`config.mk`:
```
export PLATFORM = sky130hd
export DESIGN_NAME = rv_alu_arbiter
export DESIGN_NICKNAME = d
export VERILOG_FILES = /design/src/rtl/rv_alu_arbiter.sv
export SDC_FILE = /design/constraint.sdc
export NUM_CORES = 1
export LEC_CHECK = 0
export CAP_MARGIN = 20
export CORE_AREA = 4 4 312 314
export DETAILED_ROUTE_END_ITERATION = 7
export DIE_AREA = 0 0 316 318
export GPL_ROUTABILITY_DRIVEN = 0
export PLACE_DENSITY = 0.49
export SLEW_MARGIN = 40
export SYNTH_ARGS = -nofsm -noshare
export SYNTH_HDL_FRONTEND = slang
export SYNTH_SLANG_ARGS = --single-unit
export TNS_END_PERCENT = 1
```
`constraint.sdc`:
```
create_clock -name clk -period 10.15 [get_ports clk]
set_clock_uncertainty 0.1 [all_clocks]
set_input_delay 1.5225 -clock clk [delete_from_list [all_inputs] [get_ports clk]]
set_output_delay 1.5225 -clock clk [all_outputs]
set_load 0.05 [all_outputs]
```
`src/rtl/rv_alu_arbiter.sv`:
```
// rv_alu_arbiter: round-robin sharing of one rv_alu between the execute stage (req0) and branch/AGU (req1).
//   clk, reset_i (async, active-high)
//   reqN_valid_i/reqN_ready_o + reqN_opr_a_i/opr_b_i/op_sel_i/pc_i : request channels
//   alu_opr_a_o/opr_b_o/op_sel_o/pc_o (registered), alu_res_i/alu_zero_i : ALU interface
//   rspN_valid_o/rspN_ready_i + rspN_res_o/rspN_zero_o (registered) : response channels
//   busy_o : a transaction is in flight
module rv_alu_arbiter #(
  parameter int DATA_WIDTH = 64,
  parameter int ADDR_WIDTH = 64,
  parameter int OP_WIDTH = 5
) (
  input  logic                  clk,
  input  logic                  reset_i,
  input  logic                  req0_valid_i,
  output logic                  req0_ready_o,
  input  logic [DATA_WIDTH-1:0] req0_opr_a_i,
  input  logic [DATA_WIDTH-1:0] req0_opr_b_i,
  input  logic [OP_WIDTH-1:0]   req0_op_sel_i,
  input  logic [ADDR_WIDTH-1:0] req0_pc_i,
  input  logic                  req1_valid_i,
  output logic                  req1_ready_o,
  input  logic [DATA_WIDTH-1:0] req1_opr_a_i,
  input  logic [DATA_WIDTH-1:0] req1_opr_b_i,
  input  logic [OP_WIDTH-1:0]   req1_op_sel_i,
  input  logic [ADDR_WIDTH-1:0] req1_pc_i,
  output logic [DATA_WIDTH-1:0] alu_opr_a_o,
  output logic [DATA_WIDTH-1:0] alu_opr_b_o,
  output logic [OP_WIDTH-1:0]   alu_op_sel_o,
  output logic [ADDR_WIDTH-1:0] alu_pc_o,
  input  logic [DATA_WIDTH-1:0] alu_res_i,
  input  logic                  alu_zero_i,
  output logic                  rsp0_valid_o,
  input  logic                  rsp0_ready_i,
  output logic [DATA_WIDTH-1:0] rsp0_res_o,
  output logic                  rsp0_zero_o,
  output logic                  rsp1_valid_o,
  input  logic                  rsp1_ready_i,
  output logic [DATA_WIDTH-1:0] rsp1_res_o,
  output logic                  rsp1_zero_o,
  output logic                  busy_o
);
  typedef enum logic [1:0] {IDLE, EXEC, RESP} state_e;
  state_e state_q, state_d;
  logic last_grant_q, last_grant_d, owner_q, owner_d;
  logic [DATA_WIDTH-1:0] opr_a_q, opr_a_d, opr_b_q, opr_b_d;
  logic [OP_WIDTH-1:0] op_sel_q, op_sel_d;
  logic [ADDR_WIDTH-1:0] pc_q, pc_d;
  logic [1:0] rsp_valid_q, rsp_valid_d, rsp_zero_q, rsp_zero_d;
  logic [DATA_WIDTH-1:0] rsp_res_q [2];
  logic [DATA_WIDTH-1:0] rsp_res_d [2];
  logic hs, win, gnt, acc;
  always_comb begin
    hs = (state_q == RESP) && rsp_valid_q[owner_q] && (owner_q ? rsp1_ready_i : rsp0_ready_i);
    // a response handshake reopens the accept window in the same cycle
    win = (state_q == IDLE) || hs;
    gnt = (req0_valid_i && req1_valid_i) ? ~last_grant_q : req1_valid_i;
    acc = win && (req0_valid_i || req1_valid_i);
    opr_a_d = acc ? (gnt ? req1_opr_a_i : req0_opr_a_i) : opr_a_q;
    opr_b_d = acc ? (gnt ? req1_opr_b_i : req0_opr_b_i) : opr_b_q;
    op_sel_d = acc ? (gnt ? req1_op_sel_i : req0_op_sel_i) : op_sel_q;
    pc_d = acc ? (gnt ? req1_pc_i : req0_pc_i) : pc_q;
    last_grant_d = acc ? gnt : last_grant_q;
    owner_d = acc ? gnt : owner_q;
    rsp_valid_d = rsp_valid_q;
    rsp_zero_d = rsp_zero_q;
    rsp_res_d = rsp_res_q;
    if (state_q == EXEC) begin
      rsp_valid_d[owner_q] = 1'b1;
      rsp_zero_d[owner_q] = alu_zero_i;
      rsp_res_d[owner_q] = alu_res_i;
    end
    if (hs) rsp_valid_d[owner_q] = 1'b0;
    state_d = acc ? EXEC : (state_q == EXEC || (state_q == RESP && !hs)) ? RESP : IDLE;
  end
  always_ff @(posedge clk or posedge reset_i) begin
    if (reset_i) begin
      state_q <= IDLE;
      last_grant_q <= 1'b1;
      owner_q <= 1'b0;
      opr_a_q <= '0;
      opr_b_q <= '0;
      op_sel_q <= '0;
      pc_q <= '0;
      rsp_valid_q <= '0;
      rsp_zero_q <= '0;
      rsp_res_q <= '{default: '0};
    end else begin
      state_q <= state_d;
      last_grant_q <= last_grant_d;
      owner_q <= owner_d;
      opr_a_q <= opr_a_d;
      opr_b_q <= opr_b_d;
      op_sel_q <= op_sel_d;
      pc_q <= pc_d;
      rsp_valid_q <= rsp_valid_d;
      rsp_zero_q <= rsp_zero_d;
      rsp_res_q <= rsp_res_d;
    end
  end
  assign req0_ready_o = acc && !gnt;
  assign req1_ready_o = acc && gnt;
  assign alu_opr_a_o = opr_a_q;
  assign alu_opr_b_o = opr_b_q;
  assign alu_op_sel_o = op_sel_q;
  assign alu_pc_o = pc_q;
  assign rsp0_valid_o = rsp_valid_q[0];
  assign rsp1_valid_o = rsp_valid_q[1];
  assign rsp0_zero_o = rsp_zero_q[0];
  assign rsp1_zero_o = rsp_zero_q[1];
  assign rsp0_res_o = rsp_res_q[0];
  assign rsp1_res_o = rsp_res_q[1];
  assign busy_o = state_q != IDLE;
endmodule

```
==> impl_metrics.ini <==
[route]
totalWireLength_mm = 61.3
first_pass_iters = 4
drt_iter0_drc = 308
num_vias = 11100
ant_nets = 0
viasPerCell = 3.64
drc = 0
wl_per_cell_um = 20.1

[timing]
grt_setup_unrepaired = no
fin_hold_ws_ps = 384
hold_violations = 0
finalCritPeriodShare_pct = 51.7
slew_viol_final = 0
maxSlewHeadroom_pct = 49.1
fin_crit_ps = 5250
max_freq_mhz = 190
fin_setup_tns_ps = 0
finalSetupViolations = 0
worst_pin_slew_ps = 764

[clock_tree]
numCtsBuffers = 42
cts_setup_buffers = 0
ctsResizeCount = 0
cts_hold_buf = 0
cts_tree = built
clockRootBuffer = clkbuf_16
path_clk_slew_ps = 50
htreeDepth = 2
clock-sinks = 333
cts_max_path_buffers = 3
worstSkewPairLatency_ps = 580

[cells_and_area]
drive_gt1_share_pct = 32.6
fillCellCount = 9677
syn2layout_area_growth_pct = 73.3
fin_util_pct = 27.1
finalNonFillerCells = 3045
finalNetCount = 2212

[placed_design]
port-buffer-count = 796
dpl.hpwl_mm = 48.7
dp.cells = 2965

[synthesis]
synth_edf_count = 0
synth_most_common_cell = mux2_2
synth_commonest_cells = mux2_2, dfrtp_1, buf_2, mux2_1, clkbuf_1
synthArstFlopShare_pct = 100
synthTopCellsByArea = dfrtp_1, mux2_2, mux2_1
yosysWarnings = 0
yosysSeqAreaShare_pct = 56.3
synth_cell_type_count = 27
synth.avg_cell_area_sq_um = 15.6
synth_seq_cells = 333
syn-instance-count = 951
netlist_area_sq_um = 14800
syn-num-nets = 1416
yosys_most_used_dff = dfrtp_1
synth_top_area_share_pct = 56.1
synth_top_area_cell = dfrtp_1

[floorplanning]
ioPinCount = 797
core_area_sq_um = 94600
fp-row-count = 113
die_height_um = 318
dieArea_sq_um = 100000
start_util_pct = 15.7
die_x_um = 316

[setup_path]
arrival_ps = 3630
cp.depth = 5
worst-r2r-cell-count = 5
critPathBufInv = 2
worstSetupStartpointType = primary input
cp_slowest_cell = clkdlybuf4s50_1
required_ps = 8530
worstPathMaxFanout = 5
critPathCaptureType = output pin
worst-setup-path-type = in2out
startpoint = rsp0_ready_i
path_cells = clkdlybuf4s50_1 -> nand3b_1 -> and3_1 -> nor3_1 -> clkdlybuf4s50_1
max_stage_delay_ps = 860
cp_common_cell = clkdlybuf4s50_1
critical_path.top_delay_family = buffers and inverters
r2r-start = last_grant_q$_DFFE_PP1P_

[pwr]
p_leak_nw = 9.97
finalPower_mw = 9.63
power_density_nw_per_um2 = 375
peakVddDrop_v = 0.000236

[global_routing]
grt_pass1_vias = 12500
grt_overflow = 0
antenna_found_initial = 21
track_usage_pct = 11.7
grt_first_pass_wirelength_mm = 87.3
grt_start_max_net_pins = 148

[hold_path]
hp-class = reg2reg
hp-start = alu_opr_b_o[13]$_DFFE_PP0P_
holdPathStages = 1

[run]
max_cap_viol_count = 0

[status]
outcome = complete, no violations
-- placed cells by master (no fill, tap or decap) --
cell	synthesis	final
nor2_1	2	1
buf_6	12	5
bufinv_16	0	2
inv_1	5	4
a211o_1	1	1
dfstp_2	1	1
nand2b_1	3	3
a21bo_4	0	1
a21oi_1	4	4
clkbuf_16	0	43
buf_4	2	3
nor2_4	0	1
a311oi_4	1	1
o21ai_0	4	4
a311oi_1	1	1
and3_1	1	1
a21boi_0	1	1
dfrtp_1	332	332
nor3_1	2	2
mux2_2	493	493
clkinv_8	0	2
buf_16	0	2
or2_2	2	1
clkinv_2	0	5
clkbuf_8	0	12
clkbuf_1	15	9
or2_4	0	1
clkdlybuf4s50_1	0	796
diode_2	0	4
nand3_1	2	2
mux2i_1	2	2
clkinvlp_4	0	1
o32ai_1	1	1
buf_12	0	5
mux2_1	29	29
nand3b_1	1	1
nand2_1	2	2
nor4b_1	1	1
-- worst register-to-register path, stage by stage (launching register included) --
cell and delay, ps:
dfstp_2 540, a21bo_4 290, buf_4 590, buf_6 690, mux2_2 500, mux2_1 290
-- metal layers --
| metal | wire length [um] | global-route usage, % | part of all wire (%) | vias up |
|---|---|---|---|---|
| li1 | - | - | - | 5041 |
| met1 | 22500 | 12.6 | 37 | 5474 |
| met2 | 30600 | 20.6 | 50 | 476 |
| met3 | 6860 | 5.50 | 11 | 92 |
| met4 | 1260 | 3.12 | 2.1 | 16 |
| met5 | 112 | 0 | 0.18 | - |
-- final timing paths --
kind | endpoint | slack [ps]
max | req0_ready_o | 4900
min | alu_opr_b_o[13]$_DFFE_PP0P_ | 380
max reg2reg | alu_opr_a_o[56]$_DFFE_PP0P_ | 7010
min reg2reg | alu_opr_b_o[13]$_DFFE_PP0P_ | 380
max in group asynchronous | alu_pc_o[43]$_DFFE_PP0P_ | 7320
min in group asynchronous | rsp1_res_o[23]$_DFFE_PP0P_ | 1160
-- flip-flops by register name, indices dropped and copies added, names as in the netlist, named ones only --
register / count
alu_op_sel_o: 5
alu_opr_a_o: 64
alu_opr_b_o: 64
alu_pc_o: 64
last_grant_q: 1
owner_q: 1
rsp0_res_o: 64
rsp1_res_o: 64
rsp_zero_q: 2
state_q: 2
-- power breakdown --
part / switching (mW) / internal (mW)
Sequential: 0.385 / 2.03
Combinational: 3.52 / 2.19
Clock: 0.596 / 0.914
Total: 4.50 / 5.13
-- logic make-up (layout without fill, tap and decap cells) --
group | after synthesis | after routing | synth area share (%)
buf+inv | 64 | 889 | 2.54
simple gates | 16 | 16 | 0.600
flops | 333 | 333 | 56.3
mux | 524 | 524 | 39.8
compound gates | 14 | 14 | 0.744
other cells | 0 | 4 | 0
-- layout make-up --
type / instances / area [sq um] / share of cell area (%)
Tap cell: 1265 / 1580 / 6.17
Timing Repair Buffer: 811 / 8200 / 32.0
Clock buffer: 64 / 1270 / 4.97
Sequential cell: 333 / 8330 / 32.5
Clock inverter: 9 / 118 / 0.458
Inverter: 5 / 22.5 / 0.0878
Antenna cell: 4 / 10.0 / 0.0390
Multi-Input combinational cell: 554 / 6110 / 23.8
-- per-stage QoR --
step | cell area (sq um) | setup WS [ps]
2_1_floorplan | 14800 | 4080
3_3_place_gp | 24100 | 4940
3_5_place_dp | 24200 | 4890
4_1_cts | 25600 | 4890
5_1_grt | 25600 | 4830
6_report | 25700 | 4900
No activity file was read; power rests on OpenSTA's default activity.
